--- src/rtl/serial_add_arbiter.sv ---
// Round-robin arbiter in front of a bit-serial adder: one granted requester at a time
// has its operands added LSB first over SIZE cycles, then gets a one-cycle done pulse.
module serial_add_arbiter #(
  parameter int SIZE = 8,
  parameter int NREQ = 4
) (
  input  logic                 clk,
  input  logic                 rst,
  input  logic [NREQ-1:0]      req,
  input  logic [NREQ*SIZE-1:0] a_bus,
  input  logic [NREQ*SIZE-1:0] b_bus,
  output logic [NREQ-1:0]      gnt,
  output logic                 busy,
  output logic [NREQ-1:0]      done,
  output logic [SIZE:0]        sum,
  output logic [1:0]           sum_id
);

  // state    | meaning
  // ST_IDLE  | waiting; arbitrates req on each edge
  // ST_SHIFT | adding one bit pair per cycle for the owner
  // ST_DONE  | one-cycle completion pulse, pointer advances
  typedef enum logic [1:0] {
    ST_IDLE  = 2'd0,
    ST_SHIFT = 2'd1,
    ST_DONE  = 2'd2
  } state_t;

  localparam int CW = (SIZE > 1) ? $clog2(SIZE) : 1;
  localparam logic [CW-1:0] LAST = CW'(SIZE - 1);

  state_t            state, state_nxt;
  logic [1:0]        ptr;
  logic [1:0]        owner;
  logic [1:0]        pick;
  logic              found;
  logic              grant_en;
  logic [SIZE-1:0]   a_sel, b_sel;
  logic [SIZE-1:0]   a_sh, b_sh;
  logic [SIZE-2:0]   res_sh;
  logic              carry;
  logic [CW-1:0]     cnt;
  logic              bit_sum, bit_carry;
  logic [NREQ-1:0]   gnt_nxt, done_nxt;
  logic              busy_nxt;
  logic [1:0]        cand;

  always_comb begin
    pick  = ptr;
    found = 1'b0;
    cand  = ptr;
    for (int k = 0; k < NREQ; k++) begin
      cand = ptr + 2'(k);
      if (!found && req[cand]) begin
        found = 1'b1;
        pick  = cand;
      end
    end
  end

  always_comb begin
    a_sel = '0;
    b_sel = '0;
    for (int k = 0; k < NREQ; k++) begin
      if (pick == 2'(k)) begin
        a_sel = a_bus[k*SIZE +: SIZE];
        b_sel = b_bus[k*SIZE +: SIZE];
      end
    end
  end

  assign bit_sum   = a_sh[0] ^ b_sh[0] ^ carry;
  assign bit_carry = (a_sh[0] & b_sh[0]) | (carry & (a_sh[0] ^ b_sh[0]));

  always_comb begin
    state_nxt = state;
    grant_en  = 1'b0;
    gnt_nxt   = '0;
    done_nxt  = '0;
    case (state)
      ST_IDLE: begin
        if (req != '0) begin
          state_nxt = ST_SHIFT;
          grant_en  = 1'b1;
        end
      end
      ST_SHIFT: begin
        if (cnt == LAST) state_nxt = ST_DONE;
      end
      ST_DONE:  state_nxt = ST_IDLE;
      default:  state_nxt = ST_IDLE;
    endcase
    if (state_nxt == ST_SHIFT) gnt_nxt = NREQ'(1) << (grant_en ? pick : owner);
    if (state_nxt == ST_DONE)  done_nxt = NREQ'(1) << owner;
    busy_nxt = (state_nxt != ST_IDLE);
  end

  always_ff @(posedge clk or negedge rst) begin
    if (!rst) begin
      state  <= ST_IDLE;
      gnt    <= '0;
      done   <= '0;
      busy   <= 1'b0;
      sum    <= '0;
      sum_id <= '0;
      ptr    <= '0;
      owner  <= '0;
      a_sh   <= '0;
      b_sh   <= '0;
      res_sh <= '0;
      carry  <= 1'b0;
      cnt    <= '0;
    end else begin
      state <= state_nxt;
      gnt   <= gnt_nxt;
      done  <= done_nxt;
      busy  <= busy_nxt;
      if (grant_en) begin
        owner  <= pick;
        a_sh   <= a_sel;
        b_sh   <= b_sel;
        res_sh <= '0;
        carry  <= 1'b0;
        cnt    <= '0;
      end else if (state == ST_SHIFT) begin
        a_sh   <= a_sh >> 1;
        b_sh   <= b_sh >> 1;
        carry  <= bit_carry;
        cnt    <= cnt + CW'(1);
        res_sh <= (SIZE > 2) ? {bit_sum, res_sh[SIZE-2:1]} : bit_sum;
        // last bit: low SIZE-1 bits already sit in res_sh, append this bit and carry-out
        if (cnt == LAST) begin
          sum    <= {bit_carry, bit_sum, res_sh};
          sum_id <= owner;
        end
      end
      if (state == ST_DONE) ptr <= owner + 2'd1;
    end
  end

endmodule

--- config.mk ---
export PLATFORM = sky130hd
export DESIGN_NAME = serial_add_arbiter
export DESIGN_NICKNAME = d
export VERILOG_FILES = /design/src/rtl/serial_add_arbiter.sv
export SDC_FILE = /design/constraint.sdc
export NUM_CORES = 1
export LEC_CHECK = 0
export ABC_AREA = 1
export BUFFER_PORTS_ARGS = -buffer_cell sky130_fd_sc_hd__buf_2
export CORE_MARGIN = 4
export CORE_UTILIZATION = 52
export CTS_BUF_LIST = sky130_fd_sc_hd__clkbuf_16
export DETAILED_ROUTE_END_ITERATION = 12
export PLACE_DENSITY_LB_ADDON = 0.25
export SLEW_MARGIN = 20
export SYNTH_ARGS = -nofsm -noshare
export SYNTH_HDL_FRONTEND = slang
export SYNTH_SLANG_ARGS = --single-unit
--- constraint.sdc ---
create_clock -name clk -period 2.6 [get_ports clk]
set_clock_uncertainty 0.15 [all_clocks]
set_input_delay 0.39 -clock clk [delete_from_list [all_inputs] [get_ports clk]]
set_output_delay 0.39 -clock clk [all_outputs]
set_load 0.005 [all_outputs]
==> results.md <==
- The number of hold violations in the final report is 0.
- The final count of negative-setup-slack endpoints is 0.
- The global router's overall resource usage is 0.208.
- The part of the Yosys area used for sequential elements is 0.428.
- Leaving out fill and tap cells, the most frequent cells in the layout are sky130_fd_sc_hd__nand2_1 (113), sky130_fd_sc_hd__buf_2 (89), sky130_fd_sc_hd__dfrtp_1 (52), sky130_fd_sc_hd__o21ai_0 (38), sky130_fd_sc_hd__inv_1 (35).
- The number of filler instances in the final layout is 473.
- The starting DRC count in detailed routing is 91.
- The critical-path maximum fanout is 19.
- During synthesis, Yosys emitted a total of 0 warnings.
- The transition time at the pin with the least slew margin is 0.618 ns.
- Once placement completed, the tool counted placed cells totaling 544.
- The type of destination of the critical path is a flip-flop.
- The synthesized netlist cell count is 392.
- The worst endpoint data arrival time is 2.39 ns.
- 90 I/O pins were placed.
- The share of cells above drive strength 1 is 0.320.
- The first-pass detailed-route iteration total is 4.
- The met2 usage in global routing is 0.340.
- The final critical-path share of the clock period is 0.911.
- The synthesized net count is 469.
- The number of buffers created by CTS is 5.
- In this run the horizontal extent of the chip is 85.2 um.
- The count of pins over their slew limit came to 0.
- Summing every instance area after synthesis gives 3100 um2.
- For met1 alone, demand over resource in global routing was 0.279.
- The first global-routing pass estimated 12300 um of wire.
- The static leakage is 2.02 nW.
- The maximum clock path buffer count is 2.
- The multi-input combinational cells in the finished layout cover a total of 1530 um2.
- The run finished with clean final reports.
- The clock latency at the later pin of the worst-skew pair is 0.29 ns.
- The initial antenna violation count is 0.
- Detailed placement finished with a half-perimeter wire length of 5730 um.
- The overall die area is 7250 um2.
- The clock edge transition at the registers on the reported setup and hold paths is 0.07 ns.
- For this run, global-route usage on met3 was measured as 0.0408.
- Compared with the post-synthesis result, the final layout area differs by 21.4%.
- For the worst setup path, the data required time is 2.62 ns.
- STA classifies the critical path startpoint as a flip-flop.
- The sum of buffers and inverters on the critical path is 2.
- The worst slew slack as a fraction of its limit is 0.588.
- The placer congestion estimate is 0.877.
- After global routing the overflow that remains totals 0.
- The TritonCTS clock tree is done.
- Measured along the y axis, the die boundary spans 85.2 um.
- The number of H-tree branching levels is 2.
- The proportion of power drawn by flip-flops and latches is 0.265.
- The routed design has 7250 um of wire.
- The post-layout utilization of the core is 0.666.
- The global routing stage identified its most utilized layer as met2.
- The via density per instance is 5.11.
- The distinct cell type count after synthesis is 33.
- The cell repeated most along the worst path is sky130_fd_sc_hd__nand2_2.
- The final net count is 557.
- The final cell count without fillers is 553.
- The starting density of the core is 0.549.
- The path class of the lowest-slack min-delay path is input pin to flip-flop.
- In this run the core area contains 27 standard-cell rows.
- The register area is 1330 um2.
- Of the total power, the share spent switching nets is 0.479.
- The top cell family by delay on the critical path is simple AND/OR/NAND/NOR gates.
- The peak clock frequency supported by timing is 422 MHz.
- The average size of a mapped cell is 7.90 um2.
- The repair_antennas step left the layout with diodes totalling 0.
- The cell with the largest stage delay on the worst path is sky130_fd_sc_hd__dfrtp_2.
- The delay of the slowest cell on the worst path is 0.50 ns.
- The relative contribution of the clock network to total power is 0.140.
- Of the total power, combinational logic draws 0.595.
- Max-cap violations in this run came to 0.
- The number of vias in the routed layout is 2825.
- IR analysis of the VDD net gives a maximum drop of 0.898 mV.
- After layout, the design draws a total of 5.23 mW.
- The buffer type at the clock tree root is sky130_fd_sc_hd__clkbuf_16.
- Adding up every negative setup slack in the final design gives 0 ns.
- The synthesized design contains 53 register bits.
- The detailed-route DRC error count is 0.
- The number of global-route vias before repair was 2748.
- The tree built by TritonCTS fans out to 53 sinks.
- In this run the power spent charging and discharging nets is 2.51 mW.
- Setup repair after global routing left no endpoint under its margin.
- The shortest period the worst path allows is 2.37 ns.
- The worst setup path is of the flip-flop to flip-flop kind.
- The routed wire length per instance is 13.1 um.
- For this design the ratio of total power to cell area is 1390 nW/um2.
- The count of port buffers added during placement is 89.
- Once detail routing completed, the nets flagged for antenna violations numbered 0.
- The most common cell after layout, fill and taps aside is sky130_fd_sc_hd__nand2_1.
- The internal portion of the total power is 2.72 mW.
- Traced cell by cell, the critical path runs through inv_4 -> nand2_1 -> nand2_2 -> nand2_1 -> nand2_4 -> nand3_1 -> nand3_1 -> nand3_2 -> nand2_8 -> nand2_2 -> o21ai_0 -> inv_1 -> nand2_2 -> a21oi_2.
- The area of the core is 5640 um2.
- Entering global routing, the biggest net connects 31 pins.
==> area by class of cell <==
cell class                 count  share of cell area
tap                           72              0.0240
sequential                    53               0.353
multi-input combinational    286               0.406
clock buffer                   5              0.0333
inverter                      39              0.0409
clock inverter                 3              0.0113
timing repair buffer          95               0.131
==> cell families after synthesis <==
logic type / synth area share
flops: 0.428
simple gates: 0.344
buf+inv: 0.0800
fa+ha+maj: 0.0307
compound gates: 0.117
==> power by group through the flow <==
stage / clock, mW / combinational (mW) / sequential, mW
floorplan: 0 / 2.61 / 1.35
global placement: 0 / 3.05 / 1.39
detailed placement: 0 / 3.11 / 1.39
CTS: 0.742 / 3.12 / 1.38
global route: 0.790 / 3.52 / 1.43
finish: 0.732 / 3.11 / 1.38
==> state kept, by name (all words and copies together), names as in the netlist, 3 cells and up <==
signal	flops
gnt	4
res_sh	7
b_sh	8
sum	9
cnt	3
done	4
a_sh	8
==> worst min-delay path, stage by stage <==
cell and delay [ns]:
sky130_fd_sc_hd__buf_2 0.08, sky130_fd_sc_hd__o211ai_1 0.09, sky130_fd_sc_hd__nand2_1 0.07
==> what timing repair did <==
action,in CTS,in global routing
hold buffers,1,0
gates resized for setup,0,2
setup buffers,0,0
setup endpoints to repair,0,16
endpoints found under the hold margin,28,0
==> Yosys cell counts, drive strengths merged <==
cell type / instances / area share
o211ai: 1 / 0.0024
nor4: 1 / 0.0020
ha: 6 / 0.024
nand2: 139 / 0.20
a22o: 2 / 0.0057
nand4: 4 / 0.0081
dfrtp: 53 / 0.43
buf: 6 / 0.021
nand3: 38 / 0.074
a21oi: 7 / 0.015
nor3: 1 / 0.0016
or2: 2 / 0.0040
clkbuf: 8 / 0.0097
nor2: 29 / 0.052
o21ai: 48 / 0.080
o22ai: 7 / 0.014
inv: 39 / 0.049
fa: 1 / 0.0065
==> per-layer routing <==
layer / share of wire / wire length (um)
met2: 0.46 / 3360
met1: 0.45 / 3240
met3: 0.077 / 558
met4: 0.013 / 95
met5: 0 / 0
==> worst paths after layout <==
kind                                  to  slack [ns]      start  cells past startpoint
worst max register to register   a_sh[2]        0.23     ptr[0]                     14
worst min register to register    sum[0]        0.33     sum[0]                      2
max in group asynchronous       owner[0]        1.15        rst                      3
worst min-delay path             b_sh[7]        0.23  b_bus[31]                      3
worst max-delay path             a_sh[2]        0.23     ptr[0]                     14
min in group asynchronous        done[0]        0.49        rst                      2
==> stage by stage <==
stage	setup WS, ns	hold slack [ns]	area (um2)
final	0.232	0.227	3760
after global routing	0.00830	0.237	3760
after CTS	0.0899	0.221	3760
after detailed placement	0.0941	0.292	3580
after global placement	0.129	0.292	3580
after floorplan	0.535	-0.0556	3100
(Power assumes the default switching activity.)
